--- config.mk ---
export PLATFORM = sky130hd
export DESIGN_NAME = quad_sample_packer_flat
export DESIGN_NICKNAME = d
export VERILOG_FILES = /design/src/rtl/quad_sample_packer_pkg.sv /design/src/rtl/quad_sample_packer_if.sv /design/src/rtl/quad_sample_packer.sv /design/src/flat_wrapper.sv
export SDC_FILE = /design/constraint.sdc
export NUM_CORES = 1
export LEC_CHECK = 0
export CAP_MARGIN = 20
export CORE_ASPECT_RATIO = 2
export CORE_UTILIZATION = 58
export CTS_CLUSTER_DIAMETER = 80
export DETAILED_ROUTE_END_ITERATION = 8
export PLACE_DENSITY = 0.92
export SYNTH_ARGS = -nofsm -noshare
export SYNTH_HDL_FRONTEND = slang
export SYNTH_SLANG_ARGS = --single-unit
--- constraint.sdc ---
create_clock -name clk -period 4.72 [get_ports clk]
set_input_delay 0.472 -clock clk [delete_from_list [all_inputs] [get_ports clk]]
set_output_delay 0.472 -clock clk [all_outputs]
set_load 0.05 [all_outputs]
--- src/rtl/quad_sample_packer_pkg.sv ---
// quad_sample_packer_pkg
//   Shared types and constants for the quad sample packer and its bench.
//   W         : sample width in bits (unsigned samples)
//   PAD       : filler value for unused slots of a short group (all ones)
//   count_t   : number of real samples in a group, 1..4
//   slot_idx_t: fill position 0..3 inside the group being assembled
//   packer_dbg_t : observable fill-stage state (slot index, pending flag)
package quad_sample_packer_pkg;

   localparam int W       = 8;
   localparam int N_SLOTS = 4;

   // All ones is the identity of an unsigned minimum, so padded slots
   // never change the downstream result.
   localparam logic [W-1:0] PAD = '1;

   typedef logic [2:0] count_t;
   typedef logic [1:0] slot_idx_t;

   typedef struct packed {
      slot_idx_t idx;
      logic      pend;
   } packer_dbg_t;

   // Number of real samples in a group that closes while writing slot idx.
   function automatic count_t count_at_close(slot_idx_t idx);
      return count_t'(idx) + 3'd1;
   endfunction

endpackage

--- src/rtl/quad_sample_packer_if.sv ---
// quad_sample_packer_if
//   Bundles the sample input stream and the grouped output stream.
//   Handshake rule (both streams): a transfer happens on a rising clk edge
//   where valid && ready are both high; the source holds data stable while
//   valid is high and ready is low; ready may depend on state only.
//   Input stream : in_valid, in_ready, in_data, in_last
//   Output stream: out_valid, out_ready, out_a..out_d (slots 0..3 in
//                  arrival order), out_count (1..4 real samples)
//   dbg_state    : fill-stage state for observation only
//   Modports: master = environment (sample source / group sink),
//             slave  = the packer.
interface quad_sample_packer_if;
   import quad_sample_packer_pkg::*;

   logic          in_valid;
   logic          in_ready;
   logic [W-1:0]  in_data;
   logic          in_last;

   logic          out_valid;
   logic          out_ready;
   logic [W-1:0]  out_a;
   logic [W-1:0]  out_b;
   logic [W-1:0]  out_c;
   logic [W-1:0]  out_d;
   count_t        out_count;

   packer_dbg_t   dbg_state;

   modport master (
      output in_valid, in_data, in_last, out_ready,
      input  in_ready, out_valid, out_a, out_b, out_c, out_d, out_count,
      input  dbg_state
   );

   modport slave (
      input  in_valid, in_data, in_last, out_ready,
      output in_ready, out_valid, out_a, out_b, out_c, out_d, out_count,
      output dbg_state
   );

endinterface

--- src/rtl/quad_sample_packer.sv ---
// quad_sample_packer
//   Packs unsigned samples (one per cycle) into groups of four and presents
//   each group as four parallel operands. A group closes on its fourth
//   sample or on any sample flagged in_last; missing slots are filled with
//   PAD. Double-buffered: a fill stage (f0..f3 + pend) and an output
//   register, so one group can wait while the previous one is stalled.
//   Ports:
//     clk   : clock, all logic on the rising edge
//     reset : synchronous, active-high
//     bus   : quad_sample_packer_if.slave (input stream, output stream,
//             debug state)
module quad_sample_packer
   import quad_sample_packer_pkg::*;
(
   input  logic                  clk,
   input  logic                  reset,
   quad_sample_packer_if.slave   bus
);

   // Fill stage
   slot_idx_t     idx_q, idx_d;
   logic          pend_q, pend_d;
   count_t        pend_cnt_q, pend_cnt_d;
   logic [W-1:0]  f_q [N_SLOTS];
   logic [W-1:0]  f_d [N_SLOTS];

   // Output register
   logic          out_valid_q, out_valid_d;
   count_t        out_count_q, out_count_d;
   logic [W-1:0]  out_q [N_SLOTS];
   logic [W-1:0]  out_d [N_SLOTS];

   // Handshake terms
   logic          in_ready;
   logic          in_fire;
   logic          out_free;
   logic          closing;

   // The group as it would look if it closed this cycle
   logic [W-1:0]  grp [N_SLOTS];
   count_t        grp_cnt;

   assign in_ready = !pend_q && !reset;
   assign in_fire  = bus.in_valid && in_ready;
   assign out_free = !out_valid_q || bus.out_ready;
   assign closing  = in_fire && ((idx_q == 2'd3) || bus.in_last);

   // Slots below idx come from the fill registers, slot idx is the closing
   // sample itself (bypassing f*), slots above idx are padding.
   always_comb begin
      for (int i = 0; i < N_SLOTS; i++) begin
         grp[i] = PAD;
         if (slot_idx_t'(i) < idx_q) begin
            grp[i] = f_q[i];
         end else if (slot_idx_t'(i) == idx_q) begin
            grp[i] = bus.in_data;
         end
      end
      grp_cnt = count_at_close(idx_q);
   end

   always_comb begin
      idx_d       = idx_q;
      pend_d      = pend_q;
      pend_cnt_d  = pend_cnt_q;
      f_d         = f_q;
      out_valid_d = out_valid_q;
      out_count_d = out_count_q;
      out_d       = out_q;

      // Current group leaves; a load below may refill the register this edge.
      if (out_valid_q && bus.out_ready) begin
         out_valid_d = 1'b0;
      end

      if (pend_q) begin
         // in_ready is low while pending, so no sample can arrive here.
         if (out_free) begin
            out_d       = f_q;
            out_count_d = pend_cnt_q;
            out_valid_d = 1'b1;
            pend_d      = 1'b0;
         end
      end else if (in_fire) begin
         if (closing) begin
            idx_d = 2'd0;
            if (out_free) begin
               out_d       = grp;
               out_count_d = grp_cnt;
               out_valid_d = 1'b1;
            end else begin
               f_d        = grp;
               pend_cnt_d = grp_cnt;
               pend_d     = 1'b1;
            end
         end else begin
            f_d[idx_q] = bus.in_data;
            idx_d      = idx_q + 2'd1;
         end
      end
   end

   always_ff @(posedge clk) begin
      if (reset) begin
         idx_q       <= '0;
         pend_q      <= 1'b0;
         pend_cnt_q  <= '0;
         out_valid_q <= 1'b0;
         out_count_q <= '0;
         for (int i = 0; i < N_SLOTS; i++) begin
            f_q[i]   <= '0;
            out_q[i] <= '0;
         end
      end else begin
         idx_q       <= idx_d;
         pend_q      <= pend_d;
         pend_cnt_q  <= pend_cnt_d;
         out_valid_q <= out_valid_d;
         out_count_q <= out_count_d;
         f_q         <= f_d;
         out_q       <= out_d;
      end
   end

   assign bus.in_ready       = in_ready;
   assign bus.out_valid      = out_valid_q;
   assign bus.out_a          = out_q[0];
   assign bus.out_b          = out_q[1];
   assign bus.out_c          = out_q[2];
   assign bus.out_d          = out_q[3];
   assign bus.out_count      = out_count_q;
   assign bus.dbg_state.idx  = idx_q;
   assign bus.dbg_state.pend = pend_q;

endmodule

--- src/flat_wrapper.sv ---
// flat-port wrapper written by rule: the top's interface ports become plain ports
module quad_sample_packer_flat import quad_sample_packer_pkg::*;
  (clk, reset, bus_in_valid, bus_in_data, bus_in_last, bus_out_ready, bus_in_ready, bus_out_valid, bus_out_a, bus_out_b, bus_out_c, bus_out_d, bus_out_count, bus_dbg_state);
  quad_sample_packer_if bus_i ();
  input  logic clk;
  input  logic reset;
  input wire logic [$bits(bus_i.in_valid)-1:0] bus_in_valid;
  input wire logic [$bits(bus_i.in_data)-1:0] bus_in_data;
  input wire logic [$bits(bus_i.in_last)-1:0] bus_in_last;
  input wire logic [$bits(bus_i.out_ready)-1:0] bus_out_ready;
  output wire logic [$bits(bus_i.in_ready)-1:0] bus_in_ready;
  output wire logic [$bits(bus_i.out_valid)-1:0] bus_out_valid;
  output wire logic [$bits(bus_i.out_a)-1:0] bus_out_a;
  output wire logic [$bits(bus_i.out_b)-1:0] bus_out_b;
  output wire logic [$bits(bus_i.out_c)-1:0] bus_out_c;
  output wire logic [$bits(bus_i.out_d)-1:0] bus_out_d;
  output wire logic [$bits(bus_i.out_count)-1:0] bus_out_count;
  output wire logic [$bits(bus_i.dbg_state)-1:0] bus_dbg_state;
  assign bus_i.in_valid = bus_in_valid;
  assign bus_i.in_data = bus_in_data;
  assign bus_i.in_last = bus_in_last;
  assign bus_i.out_ready = bus_out_ready;
  assign bus_in_ready = bus_i.in_ready;
  assign bus_out_valid = bus_i.out_valid;
  assign bus_out_a = bus_i.out_a;
  assign bus_out_b = bus_i.out_b;
  assign bus_out_c = bus_i.out_c;
  assign bus_out_d = bus_i.out_d;
  assign bus_out_count = bus_i.out_count;
  assign bus_dbg_state = bus_i.dbg_state;
  quad_sample_packer u_core (.clk(clk), .reset(reset), .bus(bus_i));
endmodule
# After elaboration in Yosys (flattened, before gate mapping)
# Index checks and enable logic that the tools add are counted.
# totals
regBits,74
out_inout_bits,40
elab_cells,81
# op_classes
addsub,2
magnitude_cmp,6
n_eq_ne,7
muxes,33
n_bitwise,3
reduce_logical,17
# ops
cell,n
32-bit 2-to-1 mux,7
8-bit 2-to-1 mux,9
32-bit bitwise mux,1
8-bit demux with 2-bit select,1
3-bit 2-to-1 mux,5
1-bit 2-to-1 mux,9
4-bit AND reduction,2
2-bit != test (second input constant),3
1-bit logical AND,5
2-bit equality test (first input constant),2
1-bit by 2-bit < comparator with 1-bit output (first input constant),2
2-bit < comparator (first input constant),2
2-bit nonzero test,2
2-bit by 1-bit adder with 3-bit output (second input constant),1
3-bit >= comparator (second input constant),1
1-bit logical NOT,3
3-bit by 1-bit < comparator with 1-bit output (second input constant),1
2-bit NOT with 3-bit output,1
3-bit AND reduction,1
2-bit by 1-bit adder with 2-bit output (second input constant),1
1-bit by 2-bit equality test with 1-bit output (first input constant),1
2-bit equality test (second input constant),1
2-bit logical NOT,1
1-bit logical OR,2
3 further kinds,4

# Depth between registers and ports, before layout
# Gate-level depths: netlist of run 1.
# depth
word_depth,7
depth_mapped,7
mapped_depth_nobuf,6

# Least setup slack after synthesis of run 1
# Ideal clock, no wire load.
# synth_path
path_kind,flip-flop to flip-flop
start,register u_core.idx_q[1]
end,register u_core.out_q (netlist bit u_core.bus.out_c[5])
arrival_ps,2108
path_slack_ps,2542
path_stages_with_launch,8
n_path_buf,2
cell_sequence,dfxtp_1 -> ha_1 -> o21a_1 -> a21o_1 -> clkbuf_1 -> clkbuf_1 -> o2111ai_1 -> a21oi_1
# synth_via
elab_chain_cells,7
# synth_rtl
item,line_no,rtl
start: declaration,quad_sample_packer.sv:21,"slot_idx_t idx_q, idx_d;"
start signal: assignment,quad_sample_packer.sv:115,idx_q <= idx_d;
2-bit equality test,quad_sample_packer.sv:55,end else if (slot_idx_t'(i) == idx_q) begin
8-bit 2-to-1 mux,quad_sample_packer.sv:55,
8-bit 2-to-1 mux,quad_sample_packer.sv:53,if (slot_idx_t'(i) < idx_q) begin
32-bit 2-to-1 mux,quad_sample_packer.sv:87,if (out_free) begin
32-bit 2-to-1 mux,quad_sample_packer.sv:85,if (closing) begin
32-bit 2-to-1 mux,quad_sample_packer.sv:84,end else if (in_fire) begin
32-bit 2-to-1 mux,quad_sample_packer.sv:76,if (pend_q) begin
end signal: assignment,quad_sample_packer.sv:121,out_q <= out_d;
end: declaration,quad_sample_packer.sv:30,logic [W-1:0] out_q [N_SLOTS];
# Several ways; a longest one is shown, not always the timed one. The select of a mux whose other input is x is not followed.
# A chain may end at the register's enable or synchronous reset.

# Worst setup path in the final report of run 1
# layout_path
start,register u_core.idx_q[1]
end,register u_core.pend_cnt_q[0]
# layout_via
elab_chain_cells,4
# layout_rtl
item,line_no,rtl
2-bit equality test,quad_sample_packer.sv:46,assign closing = in_fire && ((idx_q == 2'd3) || bus.in_last);
1-bit logical OR,quad_sample_packer.sv:46,
1-bit logical AND,quad_sample_packer.sv:46,
4-bit AND reduction (no line),-,
end signal: assignment,quad_sample_packer.sv:117,pend_cnt_q <= pend_cnt_d;
end: declaration,quad_sample_packer.sv:23,"count_t pend_cnt_q, pend_cnt_d;"
# No other way between the ends.

==> impl_metrics.toml, run 1 <==
[clock_network]
clkTransAtPathRegs_ns = 0.06
cts_buffers = 9
cts_tree = "yes"
clk_latency_ns = 0.34
clockRootBuffer = "clkbuf_16"
cts_hold_buf = 0
clk_path_buf_depth = 2
cts_resized = 0
cts_sinks = 74
postCtsSetupBuffers = 0
htreeDepth = 3

[synth]
synthTopCellsByArea = "dfxtp_1 43%, a21oi_1 7.6%, o21ai_0 6.9%, a211oi_1 4.2%, o2111ai_1 4.1%"
synth-main-ff-cell = "dfxtp_1"
synth_top_cell_area_share = 0.433
synth_common_cells = "74 x dfxtp_1, 52 x a21oi_1, 47 x o21ai_0"
syn-num-nets = 424
synth_cells = 406
yosys_warnings = 0
yosysMostFrequentCell = "dfxtp_1"
ys_ff_latch = 74
synth_largest_area_cell = "dfxtp_1"
syn_area_per_cell_um2 = 8.43
synth_edf_count = 0
ys_seq_area_frac = 0.433
synthArstFlopShare = 0
syn_area_um2 = 3420
synth_cell_types = 32

[floorplan]
io-pin-count = 53
die_h_um = 111
die_w_um = 56.3
rows = 39
initial_core_util = 0.599
die_area_um2 = 6230
design.core.area_um2 = 5710

[worst_setup_path]
crit_fanout = 19
cp-end-kind = "flop"
cp.arrival_ns = 2.86
r2r-start = "u_core.idx_q[1]$_SDFFE_PP0P_"
cp.required_ns = 4.91
r2r_setup_slack_ns = 2.05
crit_type = "reg2reg"
start_kind = "flop"
r2r-end = "u_core.pend_cnt_q[0]$_SDFFE_PP0P_"
startpoint = "u_core.idx_q[1]$_SDFFE_PP0P_"
r2r_cells = 5

[timing]
clock.fmax_ghz = 0.374
finClkSkew_ns = 0.00364
fin_crit_sh = 0.566
relSlewSlack = 0.306
fin_tns_setup_ns = 0
worstMarginPinSlew_ns = 1.04
fin_crit_ns = 2.67
setup-violations-final = 0
hold_violations = 0
finalMaxSlewViolations = 0
grt_setup_unrepaired = "false"

[grt]
grt_first_pass_wirelength_mm = 14.8
antenna_found_initial = 0
grt-ovfl-total = 0
grt_pass1_vias = 3128
grt_start_max_net_pins = 40
grtUsageTotal = 0.304

[placed_design]
place_hpwl_mm = 5.79
port_buffers = 52
gp_congestion = 0.931

[routing]
drtIter0Drc = 170
totalWireLength_mm = 9.14
drc_errors = 0
first_pass_iters = 4
wire_per_inst_um = 18.3
ant_nets = 0
viasPerCell = 6.61
num_vias = 3299

[power_and_ir_drop]
power.density_nw_per_um2 = 399
total_leakage_power_nw = 1.44
power_w = 0.00169
ir_drop_v = 0.000448

[worst_hold_path]
whs_path_depth = 2
hp-class = "reg2reg"
hold_end = "u_core.f_q[29]$_SDFFE_PP0P_"
holdCritStartpoint = "u_core.f_q[29]$_SDFFE_PP0P_"

[finish]
syn2layout_area_growth_pct = 24.0
layout-drive-gt1-share = 0.0708
nets = 451
antenna_cells = 0

[flow_run]
cap_violations = 0

[status]
outcome = "finished clean"
-- through the flow --
stage	instance area (um^2)	setup WS, ns	hold WS (ns)	util	std cells
5_1_grt	4240	1.90	0.480	0.743	499
2_1_floorplan	3420	2.54	0.431	-	406
3_5_place_dp	3870	2.01	0.448	0.679	482
4_1_cts	4230	1.98	0.455	0.741	498
3_3_place_gp	3870	2.09	0.440	0.679	482
6_report	4240	2.05	0.452	0.743	499
-- critical path, cell delays in order (launching register included) --
cell,delay (ns)
dfxtp_1,0.51
ha_1,0.55
nor2_1,0.35
nor3_4,0.73
mux2i_1,0.31
nor2_1,0.08
-- cell usage in the layout, fill, tap and decap left out, types with 2 or more instances in the layout --
cell type         n
a21oi_1          52
a211oi_1         19
bufinv_16         3
nand2_1          22
ha_1              5
o21ai_0          47
o2111ai_1        16
nor2b_1          12
nand2b_1          2
clkinv_2          2
nand3b_1         16
clkbuf_8          2
o211ai_1         17
clkdlybuf4s50_1  51
or3b_2            2
a211oi_2          3
mux2i_1          13
inv_1             3
o31ai_1           2
buf_4             5
nor2_1           33
nand3_1          16
nor3b_1           3
clkbuf_16         9
dfxtp_1          74
-- report_power, final --
part           leakage [nW]  switching (W)  internal [W]  total, W
clock                 0.176       0.000256      0.000543  0.000799
combinational         0.664       0.000154     0.0000760  0.000231
sequential            0.602      0.0000134      0.000650  0.000663
-- routing by layer --
layer | vias up | global-route usage | part of all wire
li1 | 1542 | - | -
met1 | 1577 | 0.349 | 0.38
met2 | 139 | 0.501 | 0.51
met3 | 41 | 0.0679 | 0.063
met4 | 0 | 0.189 | 0.050
met5 | - | 0 | 0
-- how the worst max path moves through the flow --
stage                                             end  slack [ns]  cells past startpoint
floorplan            u_core.bus.out_c[5]$_SDFFE_PP0P_        2.54                      7
global placement     u_core.bus.out_c[3]$_SDFFE_PP0P_        2.09                      5
detailed placement   u_core.bus.out_c[6]$_SDFFE_PP0P_        2.01                      5
CTS                  u_core.bus.out_c[6]$_SDFFE_PP0P_        1.98                      5
global route        u_core.pend_cnt_q[0]$_SDFFE_PP0P_        1.90                      5
finish              u_core.pend_cnt_q[0]$_SDFFE_PP0P_        2.05                      5
-- logic make-up (layout without fill, tap and decap cells) --
group	after synthesis	after routing	share of synthesized area
DFF	74	74	0.433
and+or+nand+nor	110	110	0.169
AOI/OAI and AO/OA	159	159	0.287
buffers and inverters	45	77	0.0548
muxes	13	13	0.0380
adders and majority gates	5	5	0.0183
-- sequential cells by signal, summed over array words and instances, names as in the netlist --
signal                count
u_core.bus.out_count      3
u_core.bus.out_b          8
u_core.pend_cnt_q         3
u_core.bus.out_d          8
u_core.bus.out_valid      1
u_core.f_q               32
u_core.bus.out_c          8
u_core.bus.out_a          8
u_core.pend_q             1
u_core.idx_q              2
-- final cells by class --
cell class                 instances  area [um^2]
multi-input combinational        287         1750
sequential                        74         1480
fill                             413         1470
timing repair buffer              58          568
clock buffer                      11          253
clock inverter                     5          100
tap                               61         76.3
inverter                           3         11.3
No activity file was read; power rests on OpenSTA's default activity.
==> run 2: changes to the inputs <==
--- a/config.mk
+++ b/config.mk
@@ -7,10 +7,10 @@
 export LEC_CHECK = 0
 export CAP_MARGIN = 20
 export CORE_ASPECT_RATIO = 2
-export CORE_UTILIZATION = 58
+export CORE_UTILIZATION = 48
 export CTS_CLUSTER_DIAMETER = 80
 export DETAILED_ROUTE_END_ITERATION = 8
-export PLACE_DENSITY = 0.92
+export PLACE_DENSITY = 0.82
 export SYNTH_ARGS = -nofsm -noshare
 export SYNTH_HDL_FRONTEND = slang
 export SYNTH_SLANG_ARGS = --single-unit
==> constraint.sdc (replaced) <==
create_clock -name clk -period 2.35 [get_ports clk]
set_input_delay 0.235 -clock clk [delete_from_list [all_inputs] [get_ports clk]]
set_output_delay 0.235 -clock clk [all_outputs]
set_load 0.05 [all_outputs]
==> run 2 against run 1 <==
Combinational power is 110% higher; sequential cell count stayed put; clock skew is 0.0026 ns higher; global-route usage is 2.5 points lower; via count is 1.2% lower; utilization is 10 points lower; register-to-register slack worse by 1.8 ns; largest cell class unchanged.
==> impl_metrics.toml, run 2 (synthesis results as in run 1) <==
[timing]
relSlewSlack = 0.292
fin_crit_ns = 2.16
worstMarginPinSlew_ns = 1.06
setup-violations-final = 0
finClkSkew_ns = 0.00626
grt_setup_unrepaired = "false"
clock.fmax_ghz = 0.464
fin_tns_setup_ns = 0
fin_crit_sh = 0.918
finalMaxSlewViolations = 0
hold_violations = 0

[finish]
post-route-util = 0.639
antenna_cells = 0
fill_cells = 628
mostFrequentLayoutCells = "74 x dfxtp_1, 52 x a21oi_1, 50 x clkdlybuf4s50_1, 47 x o21ai_0, 33 x nor2_1"
final_common_cell = "dfxtp_1"
top_register = "u_core.f_q"
layout-drive-gt1-share = 0.107
largest_reg_flops = 32
nets = 469
syn2layout_area_growth_pct = 28.5

[clock_network]
cts_resized = 0
cts_buffers = 9
clockRootBuffer = "clkbuf_16"
cts_hold_buf = 0
clk_path_buf_depth = 2
cts_tree = "yes"
clk_latency_ns = 0.35
postCtsSetupBuffers = 0
htreeDepth = 3
cts_sinks = 74
clkTransAtPathRegs_ns = 0.06

[routing]
wire_per_inst_um = 17.4
totalWireLength_mm = 9.48
viasPerCell = 5.97
num_vias = 3258
ant_nets = 0
drtIter0Drc = 164
drc_errors = 0
first_pass_iters = 4

[worst_setup_path]
crit_chain = "nor2_1 > clkdlybuf4s50_1"
start_kind = "flop"
cp_slowest_cell = "dfxtp_1"
cp.arrival_ns = 1.92
slowest_delay_ns = 0.72
cp.required_ns = 2.12
cp-end-kind = "output port"
crit_fanout = 17
crit_type = "reg2out"

[grt]
grt_start_max_net_pins = 32
grt_pass1_vias = 3166
antenna_found_initial = 0
grtUsageTotal = 0.280
grt_first_pass_wirelength_mm = 15.2
grt-ovfl-total = 0

[placed_design]
gp_congestion = 0.949
port_buffers = 52
place_hpwl_mm = 6.38

[flow_run]
cap_violations = 0

[floorplan]
design.core.area_um2 = 6890
io-pin-count = 53
die_area_um2 = 7490
rows = 43
initial_core_util = 0.497
die_w_um = 61.7
die_h_um = 121

[power_and_ir_drop]
ir_drop_v = 0.000670
power.density_nw_per_um2 = 768
total_leakage_power_nw = 1.52

[status]
outcome = "finished clean"

[worst_hold_path]
hp-class = "in2reg"
## run 2: cell type report
cell class / count / area, um^2 / area share
Clock inverter: 6 / 105 / 0.0239
Clock buffer: 10 / 229 / 0.0521
Multi-Input combinational cell: 287 / 1750 / 0.399
Inverter: 3 / 11.3 / 0.00256
Tap cell: 90 / 113 / 0.0256
Timing Repair Buffer: 76 / 706 / 0.160
Sequential cell: 74 / 1480 / 0.337
## run 2: path summary, 6_finish.rpt
kind,slack [ns],to,startpoint,cells after the start
min reg2reg,0.45,u_core.f_q[31]$_SDFFE_PP0P_,u_core.f_q[31]$_SDFFE_PP0P_,2
max,0.19,bus_in_ready,u_core.pend_q$_SDFF_PP0_,2
min,0.31,u_core.bus.out_d[7]$_SDFFE_PP0P_,reset,2
max reg2reg,0.25,u_core.f_q[14]$_SDFFE_PP0P_,u_core.idx_q[0]$_SDFFE_PP0P_,6
## run 2: power breakdown
part | switching, W | total, W | internal [W] | leakage, nW
registers | 0.0000257 | 0.00133 | 0.00130 | 0.602
clock network | 0.000535 | 0.00157 | 0.00103 | 0.166
logic | 0.000316 | 0.000483 | 0.000167 | 0.756
total | 0.000877 | 0.00338 | 0.00250 | 1.52
## run 2: layer usage
metal	vias up	global-route usage	routed length, um
met5	-	0	0
met3	28	0.0725	346
met1	1573	0.318	3750
met2	89	0.458	4960
met4	0	0.147	414
li1	1568	-	-
## run 2: critical path: cells and delay by family (launching register included)
family,cells,cell delay [ns]
and+or+nand+nor,1,0.13
DFF,1,0.72
buffers and inverters,1,0.72
## run 2: metrics by stage
stage	area (um^2)	total power [W]	worst slack (ns)	std cells	hold slack, ns
after floorplan	3420	0.00167	0.172	406	0.400
after global placement	4060	0.00183	0.266	530	0.437
after detailed placement	4060	0.00184	0.167	530	0.443
after CTS	4400	0.00338	0.204	546	0.306
after global routing	4400	0.00348	0.114	546	0.337
final	4400	0.00338	0.193	546	0.310
==> run 3: changes to the inputs <==
--- a/config.mk
+++ b/config.mk
@@ -8,8 +8,10 @@
 export CAP_MARGIN = 20
 export CORE_ASPECT_RATIO = 2
 export CORE_UTILIZATION = 48
+export CTS_BUF_LIST = sky130_fd_sc_hd__clkbuf_16
 export CTS_CLUSTER_DIAMETER = 80
 export DETAILED_ROUTE_END_ITERATION = 8
+export HOLD_SLACK_MARGIN = 0.12
 export PLACE_DENSITY = 0.82
 export SYNTH_ARGS = -nofsm -noshare
 export SYNTH_HDL_FRONTEND = slang
==> run 3 against run 2 <==
Sequential power is essentially flat; sequential cell count did not move; highest routed layer unchanged; wire length decreased by 0.14%.
==> impl_metrics.toml, run 3 (synthesis results as in run 1) <==
[routing]
drc_errors = 0
viasPerCell = 5.95
num_vias = 3251
ant_nets = 0
totalWireLength_mm = 9.47
wire_per_inst_um = 17.3
first_pass_iters = 4
drtIter0Drc = 164

[placed_design]
gp_congestion = 0.949
place_inst = 530
port_buffers = 52
place_hpwl_mm = 6.38

[grt]
grt-ovfl-total = 0
grt_first_pass_wirelength_mm = 15.2
grtUsageTotal = 0.280
grt_use_met2 = 0.458
grt_start_max_net_pins = 32
use_met3 = 0.0725
antenna_found_initial = 0
grt_pass1_vias = 3166
use_met1 = 0.318
top_usage_layer = "met2"

[floorplan]
die_w_um = 61.7
die_h_um = 121
design.core.area_um2 = 6890
die_area_um2 = 7490
initial_core_util = 0.497
io-pin-count = 53
rows = 43

[worst_setup_path]
r2r-start = "u_core.idx_q[0]$_SDFFE_PP0P_"
r2r_setup_slack_ns = 0.25
r2r-end = "u_core.f_q[14]$_SDFFE_PP0P_"
cp-end-kind = "output port"
r2r_cells = 6
cp.required_ns = 2.12
crit_type = "reg2out"
crit_fanout = 17
cp.arrival_ns = 1.91
start_kind = "flop"

[clock_network]
clkTransAtPathRegs_ns = 0.06
cts_buffers = 9
cts_sinks = 74
cts_tree = "yes"
htreeDepth = 3
clockRootBuffer = "clkbuf_16"
postCtsSetupBuffers = 0
cts_resized = 0
clk_path_buf_depth = 2
clk_latency_ns = 0.34
cts_hold_buf = 0

[finish]
nets = 469
post-route-util = 0.639
stdcell_count = 546
final_common_cell = "dfxtp_1"
antenna_cells = 0
syn2layout_area_growth_pct = 28.5
largest_reg_flops = 32
top_register = "u_core.f_q"
layout-drive-gt1-share = 0.107
mostFrequentLayoutCells = "74 x dfxtp_1, 52 x a21oi_1, 50 x clkdlybuf4s50_1, 47 x o21ai_0, 33 x nor2_1"

[timing]
fin_crit_sh = 0.911
worstMarginPinSlew_ns = 1.01
fin_tns_setup_ns = 0
hold_violations = 0
fin_crit_ns = 2.14
relSlewSlack = 0.324
clock.fmax_ghz = 0.467
finalMaxSlewViolations = 0
finClkSkew_ns = 0.00584
grt_setup_unrepaired = "false"
setup-violations-final = 0

[power_and_ir_drop]
power.density_nw_per_um2 = 765
total_leakage_power_nw = 1.53
power_w = 0.00337
ir_drop_v = 0.000670

[flow_run]
cap_violations = 0

[worst_hold_path]
hp-class = "in2reg"
hold_end = "u_core.bus.out_d[7]$_SDFFE_PP0P_"
holdCritStartpoint = "reset"
whs_path_depth = 2

[status]
outcome = "finished clean"
[run 3: final cells by class]
class	count	area, um^2
sequential	74	1480
multi-input combinational	287	1750
fill	628	2490
clock buffer	9	225
timing repair buffer	76	706
clock inverter	7	109
tap	90	113
inverter	3	11.3
[run 3: worst max path at each step]
stage	start	to	slack, ns	depth (start not counted)
3_5_place_dp	bus_in_last	u_core.f_q[14]$_SDFFE_PP0P_	0.17	6
3_3_place_gp	bus_in_last	u_core.f_q[16]$_SDFFE_PP0P_	0.27	6
4_1_cts	u_core.pend_q$_SDFF_PP0_	bus_in_ready	0.20	2
2_1_floorplan	u_core.idx_q[1]$_SDFFE_PP0P_	u_core.bus.out_c[5]$_SDFFE_PP0P_	0.17	7
6_report	u_core.pend_q$_SDFF_PP0_	bus_in_ready	0.21	2
5_1_grt	u_core.idx_q[0]$_SDFFE_PP0P_	u_core.f_q[9]$_SDFFE_PP0P_	0.11	6
[run 3: routing by layer]
layer | routed length, um | vias up
met5 | 0 | -
met4 | 312 | 0
met3 | 429 | 25
met2 | 4970 | 90
met1 | 3760 | 1567
li1 | - | 1569
[run 3: critical path: stages, from the launching register on]
cell and delay, ns:
dfxtp_1 0.71, nor2_1 0.12, clkdlybuf4s50_1 0.72
[run 3: report_power, final]
part,total [W],switching (W),internal [W],leakage (nW)
registers,0.00133,0.0000257,0.00130,0.602
logic,0.000483,0.000316,0.000167,0.756
clock network,0.00155,0.000526,0.00103,0.170
total,0.00337,0.000867,0.00250,1.53
[run 3: metrics by stage]
step           area, um^2  hold slack, ns  setup slack, ns
2_1_floorplan        3420           0.400            0.172
3_3_place_gp         4060           0.437            0.266
3_5_place_dp         4060           0.443            0.167
4_1_cts              4400           0.306            0.204
5_1_grt              4400           0.337            0.114
6_report             4400           0.313            0.209
